==> config.mk <==
export PLATFORM = sky130hd
export DESIGN_NAME = victim_cache_assoc_flat
export DESIGN_NICKNAME = d
export VERILOG_FILES = /design/src/rtl/victim_cache_assoc_if.sv /design/src/rtl/victim_cache_assoc.sv /design/src/flat_wrapper.sv
export SDC_FILE = /design/constraint.sdc
export NUM_CORES = 2
export LEC_CHECK = 0
export BUFFER_PORTS_ARGS = -buffer_cell sky130_fd_sc_hd__buf_2
export CORE_MARGIN = 5
export CORE_UTILIZATION = 54
export CTS_CLUSTER_DIAMETER = 200
export DETAILED_ROUTE_END_ITERATION = 8
export PLACE_DENSITY = 0.74
export SLEW_MARGIN = 10
export SYNTH_ARGS = -nofsm -noshare
export SYNTH_HDL_FRONTEND = slang
export SYNTH_SLANG_ARGS = --single-unit
==> constraint.sdc <==
create_clock -name clk -period 10.29 [get_ports clk]
set_input_delay 1.5435 -clock clk [delete_from_list [all_inputs] [get_ports clk]]
set_output_delay 1.5435 -clock clk [all_outputs]
set_load 0.02 [all_outputs]
==> src/rtl/victim_cache_assoc_if.sv <==
// Lookup, insert, write-back and flush signals of the victim buffer, plus FSM debug state.
// The stat_* counters exist only when VICTIM_CACHE_STATS_EN is defined.
interface victim_cache_assoc_if #(
    parameter int TAG_WIDTH  = 28,
    parameter int LINE_WIDTH = 128
);
    logic                  lookup_req_i;
    logic [TAG_WIDTH-1:0]  lookup_line_addr_i;
    logic                  lookup_hit_o;
    logic [LINE_WIDTH-1:0] lookup_data_o;
    logic                  lookup_dirty_o;
    logic                  insert_req_i;
    logic [TAG_WIDTH-1:0]  insert_line_addr_i;
    logic [LINE_WIDTH-1:0] insert_data_i;
    logic                  insert_dirty_i;
    logic                  insert_ready_o;
    logic                  wb_valid_o;
    logic                  wb_ready_i;
    logic [TAG_WIDTH-1:0]  wb_addr_o;
    logic [LINE_WIDTH-1:0] wb_data_o;
    logic                  flush_i;
    logic                  flush_done_o;
    logic [1:0]            fsm_state;

    // Write-back: a line transfers on any cycle with wb_valid_o && wb_ready_i; while
    // wb_valid_o is high without wb_ready_i, wb_addr_o/wb_data_o stay stable.
`ifdef VICTIM_CACHE_STATS_EN
    logic [15:0] stat_hits_o;
    logic [15:0] stat_misses_o;
    logic [15:0] stat_wbs_o;

    modport slave (
        input  lookup_req_i, lookup_line_addr_i, insert_req_i, insert_line_addr_i,
               insert_data_i, insert_dirty_i, wb_ready_i, flush_i,
        output lookup_hit_o, lookup_data_o, lookup_dirty_o, insert_ready_o, wb_valid_o,
               wb_addr_o, wb_data_o, flush_done_o, fsm_state,
               stat_hits_o, stat_misses_o, stat_wbs_o
    );
    modport master (
        output lookup_req_i, lookup_line_addr_i, insert_req_i, insert_line_addr_i,
               insert_data_i, insert_dirty_i, wb_ready_i, flush_i,
        input  lookup_hit_o, lookup_data_o, lookup_dirty_o, insert_ready_o, wb_valid_o,
               wb_addr_o, wb_data_o, flush_done_o, fsm_state,
               stat_hits_o, stat_misses_o, stat_wbs_o
    );
`else
    modport slave (
        input  lookup_req_i, lookup_line_addr_i, insert_req_i, insert_line_addr_i,
               insert_data_i, insert_dirty_i, wb_ready_i, flush_i,
        output lookup_hit_o, lookup_data_o, lookup_dirty_o, insert_ready_o, wb_valid_o,
               wb_addr_o, wb_data_o, flush_done_o, fsm_state
    );
    modport master (
        output lookup_req_i, lookup_line_addr_i, insert_req_i, insert_line_addr_i,
               insert_data_i, insert_dirty_i, wb_ready_i, flush_i,
        input  lookup_hit_o, lookup_data_o, lookup_dirty_o, insert_ready_o, wb_valid_o,
               wb_addr_o, wb_data_o, flush_done_o, fsm_state
    );
`endif
endinterface

==> src/rtl/victim_cache_assoc.sv <==
// Fully associative victim buffer with swap-out lookups, one-entry write-back register
// and a flush FSM. Define VICTIM_CACHE_STATS_EN to add hit/miss/write-back counters.
module victim_cache_assoc #(
    parameter int NUM_ENTRIES = 4,
    parameter int LINE_WIDTH  = 128,
    parameter int TAG_WIDTH   = 28
) (
    input logic clk,
    input logic rst,
    victim_cache_assoc_if.slave bus
);
    localparam int IW = $clog2(NUM_ENTRIES);
    localparam logic [IW-1:0] LAST_IDX = IW'(NUM_ENTRIES - 1);

    typedef enum logic [1:0] {IDLE = 2'd0, SCAN = 2'd1, DRAIN = 2'd2, DONE = 2'd3} state_t;
    state_t state, state_nx;

    logic [NUM_ENTRIES-1:0] valid_q, dirty_q;
    logic [TAG_WIDTH-1:0]   tag_q  [NUM_ENTRIES];
    logic [LINE_WIDTH-1:0]  data_q [NUM_ENTRIES];
    logic [IW-1:0]          rr_ptr, scan_idx;
    logic                   wb_valid_q;
    logic [TAG_WIDTH-1:0]   wb_addr_q;
    logic [LINE_WIDTH-1:0]  wb_data_q;
    logic                   hit_q, hit_dirty_q;
    logic [LINE_WIDTH-1:0]  hit_data_q;

    logic [NUM_ENTRIES-1:0] lk_match, ins_match;
    logic [IW-1:0]          lk_idx, ins_idx, free_idx, ins_slot;
    logic lk_hit, ins_hit, full, ins_fire, insert_ready, wb_hs, wb_free;
    logic scan_dirty, scan_adv, scan_load, evict_load;

    // Descending loops leave the lowest matching/free index selected.
    always_comb begin
        lk_match = '0;
        ins_match = '0;
        lk_idx = '0;
        ins_idx = '0;
        free_idx = '0;
        for (int i = NUM_ENTRIES - 1; i >= 0; i--) begin
            lk_match[i]  = valid_q[i] && (tag_q[i] == bus.lookup_line_addr_i);
            ins_match[i] = valid_q[i] && (tag_q[i] == bus.insert_line_addr_i);
            if (lk_match[i])  lk_idx = IW'(i);
            if (ins_match[i]) ins_idx = IW'(i);
            if (!valid_q[i])  free_idx = IW'(i);
        end
    end

    assign full       = &valid_q;
    assign ins_hit    = |ins_match;
    assign ins_slot   = ins_hit ? ins_idx : (!full ? free_idx : rr_ptr);
    assign lk_hit     = bus.lookup_req_i && (state == IDLE) && (|lk_match);
    assign wb_hs      = wb_valid_q && bus.wb_ready_i;
    assign wb_free    = !wb_valid_q || bus.wb_ready_i;
    assign ins_fire   = bus.insert_req_i && insert_ready;
    assign evict_load = ins_fire && !ins_hit && full && dirty_q[rr_ptr];
    assign scan_dirty = valid_q[scan_idx] && dirty_q[scan_idx];
    assign scan_adv   = !scan_dirty || wb_free;
    assign scan_load  = (state == SCAN) && scan_dirty && wb_free;

    always_ff @(posedge clk or posedge rst) begin
        if (rst) state <= IDLE;
        else     state <= state_nx;
    end

    always_comb begin
        state_nx = state;
        case (state)
            IDLE:    if (bus.flush_i) state_nx = SCAN;
            SCAN:    if (scan_adv && scan_idx == LAST_IDX) state_nx = DRAIN;
            DRAIN:   if (!wb_valid_q) state_nx = DONE;
            default: state_nx = IDLE;
        endcase
    end

    // Block inserts only when a dirty eviction would collide with a stalled write-back.
    always_comb begin
        insert_ready = (state == IDLE) &&
                       !(full && dirty_q[rr_ptr] && wb_valid_q && !bus.wb_ready_i);
        bus.flush_done_o = (state == DONE);
        bus.fsm_state    = state;
    end

    always_ff @(posedge clk or posedge rst) begin
        if (rst) begin
            valid_q     <= '0;
            dirty_q     <= '0;
            rr_ptr      <= '0;
            scan_idx    <= '0;
            wb_valid_q  <= 1'b0;
            wb_addr_q   <= '0;
            wb_data_q   <= '0;
            hit_q       <= 1'b0;
            hit_dirty_q <= 1'b0;
            hit_data_q  <= '0;
        end else begin
            hit_q       <= lk_hit;
            hit_dirty_q <= lk_hit && dirty_q[lk_idx];
            if (lk_hit) begin
                hit_data_q       <= data_q[lk_idx];
                valid_q[lk_idx]  <= 1'b0;
                dirty_q[lk_idx]  <= 1'b0;
            end
            // Insert lands after the lookup invalidation so it wins on the same slot.
            if (ins_fire) begin
                valid_q[ins_slot] <= 1'b1;
                dirty_q[ins_slot] <= bus.insert_dirty_i || (ins_hit && dirty_q[ins_slot]);
                if (!ins_hit && full) rr_ptr <= rr_ptr + 1'b1;
            end
            if (evict_load) begin
                wb_valid_q <= 1'b1;
                wb_addr_q  <= tag_q[rr_ptr];
                wb_data_q  <= data_q[rr_ptr];
            end else if (scan_load) begin
                wb_valid_q <= 1'b1;
                wb_addr_q  <= tag_q[scan_idx];
                wb_data_q  <= data_q[scan_idx];
            end else if (wb_hs) begin
                wb_valid_q <= 1'b0;
            end
            if (state == IDLE && bus.flush_i) scan_idx <= '0;
            if (state == SCAN && scan_adv) begin
                valid_q[scan_idx] <= 1'b0;
                dirty_q[scan_idx] <= 1'b0;
                scan_idx <= scan_idx + 1'b1;
            end
            if (state == DONE) rr_ptr <= '0;
        end
    end

    always_ff @(posedge clk) begin
        if (ins_fire) begin
            tag_q[ins_slot]  <= bus.insert_line_addr_i;
            data_q[ins_slot] <= bus.insert_data_i;
        end
    end

    assign bus.lookup_hit_o   = hit_q;
    assign bus.lookup_dirty_o = hit_dirty_q;
    assign bus.lookup_data_o  = hit_data_q;
    assign bus.insert_ready_o = insert_ready;
    assign bus.wb_valid_o     = wb_valid_q;
    assign bus.wb_addr_o      = wb_addr_q;
    assign bus.wb_data_o      = wb_data_q;

`ifdef VICTIM_CACHE_STATS_EN
    logic [15:0] hits_q, misses_q, wbs_q;
    always_ff @(posedge clk or posedge rst) begin
        if (rst) begin
            hits_q   <= '0;
            misses_q <= '0;
            wbs_q    <= '0;
        end else begin
            if (lk_hit && hits_q != 16'hFFFF) hits_q <= hits_q + 16'd1;
            if (bus.lookup_req_i && !lk_hit && misses_q != 16'hFFFF) misses_q <= misses_q + 16'd1;
            if (wb_hs && wbs_q != 16'hFFFF) wbs_q <= wbs_q + 16'd1;
        end
    end
    assign bus.stat_hits_o   = hits_q;
    assign bus.stat_misses_o = misses_q;
    assign bus.stat_wbs_o    = wbs_q;
`endif
endmodule

==> src/flat_wrapper.sv <==
// flat-port wrapper written by rule: the top's interface ports become plain ports
module victim_cache_assoc_flat 
#(
    parameter int NUM_ENTRIES = 4,
    parameter int LINE_WIDTH  = 128,
    parameter int TAG_WIDTH   = 28
)
  (clk, rst, bus_lookup_req_i, bus_lookup_line_addr_i, bus_insert_req_i, bus_insert_line_addr_i, bus_insert_data_i, bus_insert_dirty_i, bus_wb_ready_i, bus_flush_i, bus_lookup_hit_o, bus_lookup_data_o, bus_lookup_dirty_o, bus_insert_ready_o, bus_wb_valid_o, bus_wb_addr_o, bus_wb_data_o, bus_flush_done_o, bus_fsm_state);
  victim_cache_assoc_if #(.TAG_WIDTH(TAG_WIDTH), .LINE_WIDTH(LINE_WIDTH)) bus_i ();
  input logic clk;
  input logic rst;
  input wire logic [$bits(bus_i.lookup_req_i)-1:0] bus_lookup_req_i;
  input wire logic [$bits(bus_i.lookup_line_addr_i)-1:0] bus_lookup_line_addr_i;
  input wire logic [$bits(bus_i.insert_req_i)-1:0] bus_insert_req_i;
  input wire logic [$bits(bus_i.insert_line_addr_i)-1:0] bus_insert_line_addr_i;
  input wire logic [$bits(bus_i.insert_data_i)-1:0] bus_insert_data_i;
  input wire logic [$bits(bus_i.insert_dirty_i)-1:0] bus_insert_dirty_i;
  input wire logic [$bits(bus_i.wb_ready_i)-1:0] bus_wb_ready_i;
  input wire logic [$bits(bus_i.flush_i)-1:0] bus_flush_i;
  output wire logic [$bits(bus_i.lookup_hit_o)-1:0] bus_lookup_hit_o;
  output wire logic [$bits(bus_i.lookup_data_o)-1:0] bus_lookup_data_o;
  output wire logic [$bits(bus_i.lookup_dirty_o)-1:0] bus_lookup_dirty_o;
  output wire logic [$bits(bus_i.insert_ready_o)-1:0] bus_insert_ready_o;
  output wire logic [$bits(bus_i.wb_valid_o)-1:0] bus_wb_valid_o;
  output wire logic [$bits(bus_i.wb_addr_o)-1:0] bus_wb_addr_o;
  output wire logic [$bits(bus_i.wb_data_o)-1:0] bus_wb_data_o;
  output wire logic [$bits(bus_i.flush_done_o)-1:0] bus_flush_done_o;
  output wire logic [$bits(bus_i.fsm_state)-1:0] bus_fsm_state;
  assign bus_i.lookup_req_i = bus_lookup_req_i;
  assign bus_i.lookup_line_addr_i = bus_lookup_line_addr_i;
  assign bus_i.insert_req_i = bus_insert_req_i;
  assign bus_i.insert_line_addr_i = bus_insert_line_addr_i;
  assign bus_i.insert_data_i = bus_insert_data_i;
  assign bus_i.insert_dirty_i = bus_insert_dirty_i;
  assign bus_i.wb_ready_i = bus_wb_ready_i;
  assign bus_i.flush_i = bus_flush_i;
  assign bus_lookup_hit_o = bus_i.lookup_hit_o;
  assign bus_lookup_data_o = bus_i.lookup_data_o;
  assign bus_lookup_dirty_o = bus_i.lookup_dirty_o;
  assign bus_insert_ready_o = bus_i.insert_ready_o;
  assign bus_wb_valid_o = bus_i.wb_valid_o;
  assign bus_wb_addr_o = bus_i.wb_addr_o;
  assign bus_wb_data_o = bus_i.wb_data_o;
  assign bus_flush_done_o = bus_i.flush_done_o;
  assign bus_fsm_state = bus_i.fsm_state;
  victim_cache_assoc #(.NUM_ENTRIES(NUM_ENTRIES), .LINE_WIDTH(LINE_WIDTH), .TAG_WIDTH(TAG_WIDTH)) u_core (.clk(clk), .rst(rst), .bus(bus_i));
endmodule
# Yosys cells after proc, flatten, opt, wreduce, memory -nomap -nowiden
# Memories as Yosys holds them, arrays and structs flattened. A register that Yosys moved wholly into a read port is not among the register bits.
# Index checks and enable logic that the tools add are counted.
dict set report word_totals {
  register_bits 173
  latchBits 0
  mem_bits_rw 624
  out_inout_bits 291
  input_bits 191
  mem_bits_ro 0
  mem_count 2
  elab_cells 148
}
# memory words width rd rd_ports_with_merged_regs wr line
set mem_list {}
lappend mem_list {u_core.data_q 4 128 3 1 1 victim_cache_assoc.sv:20} ;# logic [LINE_WIDTH-1:0] data_q [NUM_ENTRIES];
lappend mem_list {u_core.tag_q 4 28 6 0 1 victim_cache_assoc.sv:19} ;# logic [TAG_WIDTH-1:0] tag_q [NUM_ENTRIES];
dict set report classes {
  mux 55
  n_shift 0
  mul 0
  magnitude_cmp 7
  bitwise 7
  n_addsub 2
  eq_ne 15
  reduce_logical 50
  n_div 0
}
# cell n
set ops {}
lappend ops {{$mux 128} 2}
lappend ops {{$eq 28x28->1} 8}
lappend ops {{$mux 28} 2}
lappend ops {{$mux 2} 22}
lappend ops {{$logic_and 1x1->1} 31}
lappend ops {{$mux 4} 6}
lappend ops {{$and 4x4->4} 4}
lappend ops {{$mux 1} 13}
lappend ops {{$lt 2x3->1 const B} 4}
lappend ops {{$bmux 1 s2} 5}
lappend ops {{$not 4->4} 2}
lappend ops {{$reduce_bool 2->1} 4}
lappend ops {{$reduce_or 4->1} 2}
lappend ops {{$demux 1 s2} 3}
lappend ops {{$eq 2x2->1 const B} 3}
lappend ops {{$ge 2x1->1 const B} 3}
lappend ops {{$pmux 2 s3} 1}
lappend ops {{$logic_not 1->1} 5}
lappend ops {{$add 2x1->2 const B} 2}
lappend ops {{$bwmux 4} 1}
lappend ops {{$ne 2x2->1 const B} 2}
lappend ops {{$or 4x4->4} 1}
lappend ops {{$reduce_and 4->1} 1}
lappend ops {{$logic_or 1x1->1} 3}
lappend ops {{6 further kinds} 6}

# Logic depth before layout (Yosys ltp)
dict set report logic_depth {
  ltp_word 17
  mapped_depth 12
  mapped_depth_nobuf 8
}

# Worst setup path after synthesis
# No wires, ideal clock.
dict set report synth_path {
  path_type {input to register}
  from {in bus_insert_line_addr_i[6]}
  to {mem u_core.data_q[2][0] (enable)}
  setup_slack_ps -1308
  path_buffers 1
  stages 8
  setup_ps 724
  arrival_time_ps 10875
  required_ps 9566
  path_cell_list {clkbuf_1 > xnor2_1 > nand4_1 > or4_4 > nor4_4 > nor3_1 > or3_1 > a21oi_1}
}
dict set report synth_via {
  elab_chain_len 7
  elab_cells_between_ends 14
  classes_between {eq/ne (4); mux (5); reduce/logical (5)}
}
# item line
set synth_lines {}
lappend synth_lines {{start, declared} flat_wrapper.sv:15} ;# input wire logic [$bits(bus_i.insert_line_addr_i)-1:0] bus_insert_line_addr_i;
lappend synth_lines {{$eq 28x28->1} victim_cache_assoc.sv:42} ;# ins_match[i] = valid_q[i] && (tag_q[i] == bus.insert_line_addr_i);
lappend synth_lines {{$logic_and 1x1->1} victim_cache_assoc.sv:42}
lappend synth_lines {{$mux 2 (4 in a row)} victim_cache_assoc.sv:44} ;# if (ins_match[i]) ins_idx = IW'(i);
lappend synth_lines {{$mux 2 *} victim_cache_assoc.sv:51} ;# assign ins_slot = ins_hit ? ins_idx : (!full ? free_idx : rr_ptr);
lappend synth_lines {{end, declared} victim_cache_assoc.sv:20}
# Mark *: on every way between the ends. The rest lies on a longest branch, timed or not.

# Final worst setup path
dict set report layout_path {
  from {in bus_insert_line_addr_i[20]}
  to {mem u_core.data_q[3][68] (enable)}
}
# Same word-level chain as after synthesis.

==> impl_metrics.yaml <==
outcome:
  status: "completed"
finish:
  drive_gt1_share_pct: 29.42
  nets: 3541
  fin_util_pct: 62.40
  syn_to_final_growth_pct: 14.54
floorplan:
  die_w_um: 298.1
  dieArea_um2: 88830
  placeableCoreArea_um2: 82240
  num_rows: 105
  ioPinCount: 482
  initial_core_util_pct: 54.48
  fp.dieH_um: 298.1
worst_setup_path:
  path_max_fanout: 53
  crit_path_cell_trace: "buf_2 -> xnor2_1 -> nand4_1 -> nor4_1 -> a32oi_1 -> o21ai_0 -> nand2_1 -> nor2_4 -> buf_4 -> buf_4"
  r2r-start: "u_core.tag_q[3][20]"
  cp_num_buf_inv: 3
  critPathLaunchType: "input pin"
  endpoint_kind: "register"
  path_common_cell: "buf_4"
  reg2reg_to: "u_core.data_q[3][68]"
  crit_family: "buffers and inverters"
  worstPathRequired_ns: 10.57
  max_stage_delay_ns: 0.84
  r2r_slack_ns: 5.13
  crit_slowest_cell: "buf_4"
  r2r_cells: 9
  worstPathArrival_ns: 5.91
  startpoint: "bus_insert_line_addr_i[20]"
  timing_worst_setup_path_type: "input pin to register"
yosys:
  ys_seq_area_share_pct: 58.63
  synth_commonest_cells: "624 x edfxtp_1, 313 x mux4_2, 301 x dfrtp_1, 286 x mux2i_1, 183 x o21ai_0"
  syn-num-nets: 3160
  synth_adder_area_share_pct: 0.2234
  synth_top_area_share_pct: 41.82
  synth-edff-count: 624
  synth_area_per_cell_um2: 15.13
  syn_area_um2: 44810
  async_flop_share_pct: 32.54
  synth_xor_area_share_pct: 4.281
  synth-simple-area-share_pct: 3.985
  synth_area_leader_cell: "edfxtp_1"
  synth.area.mux_share_pct: 22.15
  synth_cells: 2961
  yosys_warnings: 0
  synth_most_common_cell: "edfxtp_1"
  synth_compound_area_share_pct: 8.224
  synth_seq_cells: 925
  synth_top_flop_cell: "edfxtp_1"
  synthTopCellsByArea: "edfxtp_1 42%, dfrtp_1 17%, mux4_2 16%"
  synth_cell_type_count: 58
  synth_top_family_by_area: "multiplexers"
routing:
  vias_per_cell: 6.735
  antenna_left: 0
  vias: 30435
  drtIter0Drc: 3241
  wire_per_inst_um: 31.48
  drt_pass1_iterations: 6
  drc: 0
  wl_um: 142300
global_routing:
  grt.overflow.total: 0
  antenna_found_initial: 34
  grt_first_pass_wirelength_um: 208500
  grt_pass1_vias: 30978
  grt_max_degree: 230
  grtUsageTotal_pct: 31.21
place:
  numPortBuffers: 481
  dp_hpwl_um: 86850
  gp_congestion: 0.9529
sta:
  setup_viol: 0
  rsz0062_at_grt: "false"
  maxSlewHeadroom_pct: 16.05
  finalCritPeriodShare_pct: 54.77
  fmax_mhz: 177.4
  drv_slew: 0
  fin_worst_skew_ns: 0.03565
  setup-tns-final_ns: 0
  worst_pin_slew_ns: 1.259
  fin_crit_ns: 5.636
  finalHoldViolations: 0
job:
  maxCapViolCount: 0
cts:
  hold_buffers: 0
  numCtsBuffers: 98
  post-cts-setup-buffer-count: 0
  htree_levels: 3
  cts_resized: 0
  clk-insertion-delay-late_ns: 0.68
  clk_path_buf_depth: 3
  path_clk_slew_ns: 0.06
  cts_num_sinks: 925
  cts_tree: "done"
  root_buffer: "clkbuf_16"
hold_path:
  hold_end: "u_core.bus.lookup_data_o[29]"
  whs_path_depth: 2
  min_from: "u_core.bus.lookup_data_o[29]"
  hold_class: "register to register"
power_and_ir_drop:
  p_leak_nw: 19.23
  power_density_nw_per_um2: 233.1
  ir_worst_vdd_v: 0.0001862
power breakdown:
| part | internal, mW | switching [mW] |
|---|---|---|
| clock network | 2.08 | 1.52 |
| registers | 4.61 | 0.542 |
| logic | 1.41 | 1.80 |
sequential cells by signal, indices dropped and copies added, names as in the netlist, 2 cells and up:
| signal | flops |
|---|---|
| u_core.bus.wb_data_o | 128 |
| u_core.bus.wb_addr_o | 28 |
| u_core.valid_q | 4 |
| u_core.dirty_q | 4 |
| u_core.tag_q | 112 |
| u_core.scan_idx | 2 |
| u_core.bus.fsm_state | 2 |
| u_core.bus.lookup_data_o | 128 |
| u_core.rr_ptr | 2 |
| u_core.data_q | 512 |
layout make-up:
type | count | area [µm²]
fillers | 6085 | 30920
flip-flops and latches | 925 | 26290
multi-input cells | 1781 | 17490
clock buffers | 146 | 2844
repair buffers | 520 | 2770
well taps | 1070 | 1339
clock inverters | 38 | 461.7
inverters | 16 | 72.57
diodes | 23 | 57.56
worst reg2reg max path: stages, from the launching register on:
cell,delay (ns)
edfxtp_1,0.52
xnor2_1,0.47
nand4_1,0.16
nor4_1,0.63
a32oi_1,0.19
o21ai_0,0.53
nand2_1,0.42
nor2_4,0.20
buf_4,0.69
buf_4,0.88
logic make-up (layout without fill, tap and decap cells):
logic type	after synthesis	in the layout
compound gates	585	585
xor+xnor	219	219
buf+inv	255	720
mux	600	600
fa+ha+maj	8	8
flops	925	925
other cells	0	23
simple gates	369	369
cell usage in the layout (no fill, tap or decap), types with 4 or more instances in the layout:
| cell | instances |
|---|---|
| buf_2 | 481 |
| bufinv_16 | 6 |
| a31oi_1 | 4 |
| nand2_1 | 39 |
| nor3_1 | 12 |
| mux2i_1 | 286 |
| dfrtp_1 | 297 |
| inv_1 | 14 |
| and2_1 | 4 |
| clkinv_16 | 4 |
| clkbuf_1 | 28 |
| xor2_1 | 49 |
| buf_12 | 4 |
| o211ai_1 | 6 |
| dfrtp_4 | 4 |
| xnor2_1 | 170 |
| nor4_1 | 26 |
| nor2_1 | 170 |
| a221o_1 | 127 |
| clkinv_1 | 7 |
| edfxtp_1 | 624 |
| and3_1 | 6 |
| or3_1 | 4 |
| ha_1 | 8 |
| nand4_1 | 53 |
| mux4_2 | 313 |
| a21oi_1 | 159 |
| clkinv_2 | 15 |
| o21ai_0 | 183 |
| clkbuf_16 | 99 |
| nand3_1 | 18 |
| a22oi_1 | 4 |
| diode_2 | 23 |
| or2_2 | 4 |
| nand2b_1 | 13 |
| o21ai_1 | 80 |
| clkbuf_8 | 19 |
| buf_4 | 34 |
layer usage:
layer	vias up	GRT usage, %	wire length, µm
li1	12567	-	-
met1	15863	42.12	53800
met2	1713	51.05	69980
met3	272	7.762	14060
met4	20	9.177	4285
met5	-	0	134
stage by stage:
stage / cell area [µm²] / total power, mW / std cells / hold slack, ns / setup slack [ns]
floorplan: 44810 / 7.264 / 2961 / 0.5311 / 0.4289
global placement: 47930 / 8.318 / 4311 / 0.4894 / 4.158
detailed placement: 47930 / 8.429 / 4311 / 0.4949 / 4.174
CTS: 51240 / 12.00 / 4495 / 0.5146 / 4.819
global route: 51300 / 12.43 / 4511 / 0.5389 / 4.577
finish: 51320 / 11.96 / 4519 / 0.5126 / 4.654
worst max-delay path by stage:
| stage | end | slack (ns) | cells past startpoint |
|---|---|---|---|
| detailed placement | u_core.data_q[3][59] | 4.17 | 10 |
| global placement | u_core.data_q[3][58] | 4.16 | 10 |
| floorplan | u_core.bus.fsm_state[0] | 0.43 | 1 |
| CTS | u_core.data_q[3][47] | 4.82 | 10 |
| global route | u_core.data_q[3][47] | 4.58 | 10 |
| finish | u_core.data_q[3][68] | 4.65 | 10 |
No activity file was read; power rests on OpenSTA's default activity.
